File: config.mk
export PLATFORM = sky130hd
export DESIGN_NAME = led_frame_reader
export DESIGN_NICKNAME = d
export VERILOG_FILES = /design/src/rtl/led_frame_reader_pkg.sv /design/src/rtl/led_frame_reader_latch.sv /design/src/rtl/led_frame_reader.sv
export SDC_FILE = /design/constraint.sdc
export NUM_CORES = 1
export LEC_CHECK = 0
export CAP_MARGIN = 20
export CORE_UTILIZATION = 54
export CTS_BUF_LIST = sky130_fd_sc_hd__clkbuf_4
export CTS_CLUSTER_SIZE = 24
export DETAILED_ROUTE_END_ITERATION = 16
export PLACE_DENSITY = 0.88
export SLEW_MARGIN = 0
export SYNTH_ARGS = -nofsm -noshare
export SYNTH_HDL_FRONTEND = slang
export SYNTH_SLANG_ARGS = --single-unit
File: constraint.sdc
create_clock -name clock -period 3.7 [get_ports clock]
set_input_delay 0.37 -clock clock [delete_from_list [all_inputs] [get_ports clock]]
set_output_delay 0.37 -clock clock [all_outputs]
set_load 0.005 [all_outputs]
File: src/rtl/led_frame_reader_pkg.sv
// Shared definitions for the LED frame reader.
//   state_t          : frame reader FSM states
//   RAM_AW / RAM_DW  : pixel RAM address / data widths
//   PIX_W            : pixel width handed to the serializer (GRB, 8 bits each)
//   DEF_LATCH_CYCLES : default idle-low latch time after a frame (50 us @ 50 MHz)
package led_frame_reader_pkg;

  localparam int unsigned RAM_AW           = 9;
  localparam int unsigned RAM_DW           = 32;
  localparam int unsigned PIX_W            = 24;
  localparam int unsigned DEF_LATCH_CYCLES = 2500;

  typedef enum logic [2:0] {
    IDLE,
    ADDR,
    WAIT1,
    WAIT2,
    PRESENT,
    LATCH
  } state_t;

endpackage

File: src/rtl/led_frame_reader_latch.sv
// latch_timer: counts the LED latch (reset-low) period after a frame.
//   clock, reset_n : rising-edge clock, asynchronous active-low reset
//   load           : restart the count from zero
//   count          : advance the count this cycle
//   done           : high on the last counted cycle (LATCH_CYCLES-th)
module latch_timer
  import led_frame_reader_pkg::*;
#(
  parameter int unsigned LATCH_CYCLES = DEF_LATCH_CYCLES
) (
  input  logic clock,
  input  logic reset_n,
  input  logic load,
  input  logic count,
  output logic done
);

  localparam int unsigned CW = (LATCH_CYCLES > 1) ? $clog2(LATCH_CYCLES) : 1;
  localparam logic [CW-1:0] LAST = CW'(LATCH_CYCLES - 1);

  logic [CW-1:0] cnt;

  assign done = count && (cnt == LAST);

  // Clearing on done leaves the counter at zero between frames.
  always_ff @(posedge clock or negedge reset_n) begin
    if (!reset_n) begin
      cnt <= '0;
    end else if (load || done) begin
      cnt <= '0;
    end else if (count) begin
      cnt <= cnt + CW'(1);
    end
  end

endmodule

File: src/rtl/led_frame_reader.sv
// led_frame_reader: walks a pixel RAM once per frame and hands each pixel to
// an LED serializer with a valid/ready handshake, then holds the line idle for
// the latch period.
//   clock, reset_n        : rising-edge clock, asynchronous active-low reset
//   start                 : frame request (one-deep pending if busy)
//   rdaddress, q          : RAM read port, 2-cycle read latency; q[23:0] = GRB
//   pix_data, pix_valid,
//   pix_ready             : pixel handshake towards the serializer
//   busy                  : FSM not in IDLE
//   frame_done            : one-cycle pulse after frame plus latch
//   swap_req, bank        : double-buffer control, only with BANK_SWAP_EN
// Optional feature macro: BANK_SWAP_EN (two 256-pixel banks selected by bank).
module led_frame_reader
  import led_frame_reader_pkg::*;
#(
  parameter int unsigned NUM_LEDS     = 8,
  parameter int unsigned LATCH_CYCLES = DEF_LATCH_CYCLES
) (
  input  logic              clock,
  input  logic              reset_n,
  input  logic              start,
  output logic [RAM_AW-1:0] rdaddress,
  input  logic [RAM_DW-1:0] q,
  output logic [PIX_W-1:0]  pix_data,
  output logic              pix_valid,
  input  logic              pix_ready,
  output logic              busy,
  output logic              frame_done
`ifdef BANK_SWAP_EN
  ,
  input  logic              swap_req,
  output logic              bank
`endif
);

  localparam logic [RAM_AW-1:0] LAST_IDX = RAM_AW'(NUM_LEDS - 1);

  state_t            state, state_nxt;
  logic [RAM_AW-1:0] index, idx_next, addr_next;
  logic              pending, go, transfer, last;
  logic              tmr_load, tmr_count, tmr_done;
  logic              unused_q_hi;

  assign unused_q_hi = ^q[RAM_DW-1:PIX_W];

  assign busy     = (state != IDLE);
  assign go       = (state == IDLE) && (start || pending);
  assign transfer = (state == PRESENT) && pix_ready;
  assign last     = (index == LAST_IDX);

  always_comb begin
    idx_next = index;
    if (go) begin
      idx_next = '0;
    end else if (transfer && !last) begin
      idx_next = index + RAM_AW'(1);
    end
  end

`ifdef BANK_SWAP_EN
  logic swap_flag, bank_nxt;

  // The new bank must already be on rdaddress for the first pixel of the frame.
  assign bank_nxt  = (go && swap_flag) ? ~bank : bank;
  assign addr_next = {bank_nxt, idx_next[7:0]};

  // A swap_req coinciding with a frame start is kept for the following frame.
  always_ff @(posedge clock or negedge reset_n) begin
    if (!reset_n) begin
      bank      <= 1'b0;
      swap_flag <= 1'b0;
    end else begin
      bank <= bank_nxt;
      if (go) begin
        swap_flag <= swap_req;
      end else if (swap_req) begin
        swap_flag <= 1'b1;
      end
    end
  end
`else
  assign addr_next = idx_next;
`endif

  always_ff @(posedge clock or negedge reset_n) begin
    if (!reset_n) begin
      state <= IDLE;
    end else begin
      state <= state_nxt;
    end
  end

  always_comb begin
    state_nxt = state;
    tmr_load  = 1'b0;
    tmr_count = 1'b0;
    case (state)
      IDLE:    if (go) state_nxt = ADDR;
      ADDR:    state_nxt = WAIT1;
      WAIT1:   state_nxt = WAIT2;
      WAIT2:   state_nxt = PRESENT;
      PRESENT: begin
        if (pix_ready) begin
          if (last) begin
            state_nxt = LATCH;
            tmr_load  = 1'b1;
          end else begin
            state_nxt = ADDR;
          end
        end
      end
      LATCH: begin
        tmr_count = 1'b1;
        if (tmr_done) state_nxt = IDLE;
      end
      default: state_nxt = IDLE;
    endcase
  end

  // rdaddress is loaded on entry to ADDR, so the RAM's address register
  // captures it at the end of ADDR and q is valid during WAIT2.
  always_ff @(posedge clock or negedge reset_n) begin
    if (!reset_n) begin
      index      <= '0;
      rdaddress  <= '0;
      pix_data   <= '0;
      pix_valid  <= 1'b0;
      pending    <= 1'b0;
      frame_done <= 1'b0;
    end else begin
      index      <= idx_next;
      frame_done <= (state == LATCH) && tmr_done;
      if (go) begin
        pending <= 1'b0;
      end else if (start && busy) begin
        pending <= 1'b1;
      end
      if (go || (transfer && !last)) begin
        rdaddress <= addr_next;
      end
      if (state == WAIT2) begin
        pix_data  <= q[PIX_W-1:0];
        pix_valid <= 1'b1;
      end else if (transfer) begin
        pix_valid <= 1'b0;
      end
    end
  end

  latch_timer #(
    .LATCH_CYCLES(LATCH_CYCLES)
  ) u_latch (
    .clock  (clock),
    .reset_n(reset_n),
    .load   (tmr_load),
    .count  (tmr_count),
    .done   (tmr_done)
  );

endmodule

==> key figures <==
Status
  • Status: complete, no violations

Clock network
  • H-tree depth: 3
  • CTS tree: yes
  • CTS Buf Count: 9
  • Num Clock Sinks: 60
  • Clk_lat worst skew: a little over 0.4 ns
  • PostCTS Resize Cnt: 0
  • Worst-path clk slew: ~0.1 ns
  • Clock root buffer: clkbuf_4
  • Longest Clk Path Bufs: 2

Floorplan
  • Core Rows: 25
  • Die width: approximately 72 um
  • Num ports: 72
  • Core Area: roughly 4800 um2
  • Initial Util: a little under three fifths
  • Die ar.: around 5200 um2
  • Die Y: around 72 um

Setup path
  • CP Cell Sequence: nor3_1 > inv_1 > clkdlybuf4s50_1
  • Worst setup path class: flop to output pin
  • Critical R2R Capture: index[3]
  • R2R setup slack: about 1.6 ns
  • Max incr delay on CP: 0.47 ns
  • Worst Path Required: 3.33 ns
  • CP Launch Point: state[2]
  • Data arrival, critical path: around 1.8 ns
  • Crit path launch type: flop
  • Crit end category: output pin
  • Worst r2r path cells: 3
  • CP max-delay cell: dfrtp_1
  • Crit path max fanout: 7
  • FF-to-FF Start: state[0]
  • Critical Path End: busy

Timing
  • Final Max Tran Viols: 0
  • RSZ-0062 raised after global routing: false
  • Worst slew margin: between 50% and 60%
  • Worst slew pin tran: 0.608 ns
  • Hold_ws: just under 0.5 ns
  • Final Skew: roughly 0.011 ns
  • Min Tclk post-route: approximately 2.2 ns
  • Setup TNS after final layout: 0 ns
  • Hold Violations, Final: 0
  • # setup viols final: 0
  • Max Fclk: ~460 MHz
  • Crit share post-route: 58.9%

Place
  • # port buffers: 63
  • DP HPWL: about 3.7 mm
  • Inst Count DP: ~360
  • Final Wtd Congestion: 0.849

Detailed routing
  • Via density: 5.39
  • Via count: slightly above 2000
  • Iter 0 DRT Violations: approximately 210
  • DR WL/cell: around 15 um
  • DRT Pass-1 Iters: 4
  • Drt total wl: approximately 5.5 mm
  • Final ANT Viol Nets: 0
  • # DRC: 0

Logic synthesis
  • Ys Warns: 0
  • Asr flop ratio synth: between 90% and 100%
  • Avg Inst Size Synth: 11.4 um2
  • Sequential area share after synthesis: a little under three fifths
  • Post-synthesis instance area: between 2000 and 3000 um2
  • Syn_nets: roughly 270
  • Seq cells post-synth: 60
  • Post-synth cell types: 38
  • EDFF count, synth: 0
  • Most common flop cell mapped by yosys: dfrtp_1
  • Cells after Synth: ~240

Global routing
  • Global-route wire length before repair: just over 9 mm
  • Total global routing overflow: 0
  • Vias in the first global route: 2132
  • Initial antenna violation count: 0
  • Largest net degree at the start of global routing: 47
  • Tot GR Track Use: a little under a quarter

Worst hold path
  • Min-Delay Path Class: input port to asynchronous set/reset pin

Final layout
  • Layout cells sized above 1: between 10% and 20%
  • Finished Layout Cells: between 300 and 400
  • Final net count: 343
  • # diodes: 0
  • Area Overhead vs Synth: 32.6%
  • Fillers: between 300 and 400

Flow run
  • Max-cap violations: 0

Power
  • Power share of the sequential group: 53.0%
  • Net Switching: about 0.27 mW
  • PwrDens: 359 nW/um2
  • Total power: about 1.3 mW
  • Logic pwr share: approximately 6.9%
  • Clock network fraction of design power: between 40% and 50%
  • Switching Fraction: between 20% and 30%
  • Int Pwr: 1.00 mW
  • Leak: 1.44 nW
  • Peak VDD IR: between 0.2 and 0.3 mV
-- cells in the mapped netlist, types with 6 or more instances --
library cell	count	area, um2
dfrtp_1	60	1500
mux2_2	24	270
nand3_1	18	90.1
nor2_1	18	67.6
nand2_1	17	63.8
xnor2_1	16	140
a21oi_1	11	55.1
o21ai_0	11	55.1
nor3_1	8	40.0
buf_2	7	35.0
inv_1	6	22.5
nor4_1	6	37.5
-- layout make-up --
type                            instances  area (um2)  share of cell area, %
Inverter                                6        22.5                  0.634
Clock inverter                          6        78.8                   2.22
Multi-Input combinational cell        161        1110                   31.3
Tap cell                               67        83.8                   2.36
Clock buffer                           10        75.1                   2.11
Sequential cell                        60        1500                   42.3
Timing Repair Buffer                   67         678                   19.1
-- cells in the final DEF, fill, tap and decap left out, types with 8 or more instances in the layout --
cell type / synthesis / layout
nand3_1: 18 / 18
nor3_1: 8 / 8
nor2_1: 18 / 18
o21ai_0: 11 / 11
mux2_2: 24 / 24
nand2_1: 17 / 17
clkdlybuf4s50_1: 0 / 62
a21oi_1: 11 / 11
dfrtp_1: 60 / 60
xnor2_1: 16 / 16
clkbuf_4: 0 / 10
-- worst max-delay path, delay by kind of cell, from the launching register on --
family	cells	cell delay (ns)
buf+inv	2	0.60
flops	1	0.47
simple gates	1	0.33
-- metal layers --
| layer | wire length (um) | GRT usage (%) | part of all wire [%] | vias to the layer above |
|---|---|---|---|---|
| met5 | 0 | 0 | 0 | - |
| met4 | 133 | 12.6 | 2.4 | 0 |
| met3 | 324 | 7.78 | 5.9 | 14 |
| met2 | 2670 | 38.6 | 49 | 55 |
| met1 | 2360 | 28.7 | 43 | 986 |
| li1 | - | - | - | 978 |
-- logic make-up after synthesis --
family	after synthesis	share of synthesized area [%]
compound gates	32	7.57
xor+xnor	18	5.89
fa+ha+maj	2	0.934
buf+inv	15	2.43
flops	60	56.0
mux	26	10.8
simple gates	83	16.3
-- sequential cells by signal, indices dropped and copies added, names as in the netlist --
signal,count
frame_done,1
pix_data,24
state,3
u_latch.cnt,12
pix_valid,1
rdaddress,9
index,9
pending,1
-- power by group through the flow --
stage	clock, mW	sequential, mW	combinational (mW)
after floorplan	0	0.689	0.0115
after global placement	0	0.687	0.0822
after detailed placement	0	0.688	0.0839
after CTS	0.521	0.675	0.0848
after global routing	0.547	0.677	0.0955
final	0.511	0.675	0.0876
-- worst min path at each step --
stage              start      endpoint  depth (start not counted)
2_1_floorplan    reset_n    frame_done                          0
3_3_place_gp   pix_valid     pix_valid                          2
3_5_place_dp   pix_valid     pix_valid                          2
4_1_cts          reset_n   pix_data[1]                          1
5_1_grt        pix_valid     pix_valid                          2
6_report         reset_n  pix_data[20]                          2
-- what timing repair did --
action	in CTS	in global routing
hold endpoints to repair	0	20
setup buffers	0	0
hold buffers	0	1
-- stage by stage --
stage,setup slack [ns],area (um2),util (%)
floorplan,1.87,2680,-
global placement,1.37,3360,70.7
detailed placement,1.34,3360,70.7
CTS,1.52,3510,73.9
global route,1.40,3550,74.7
finish,1.52,3550,74.7
(Power assumes the default switching activity.)
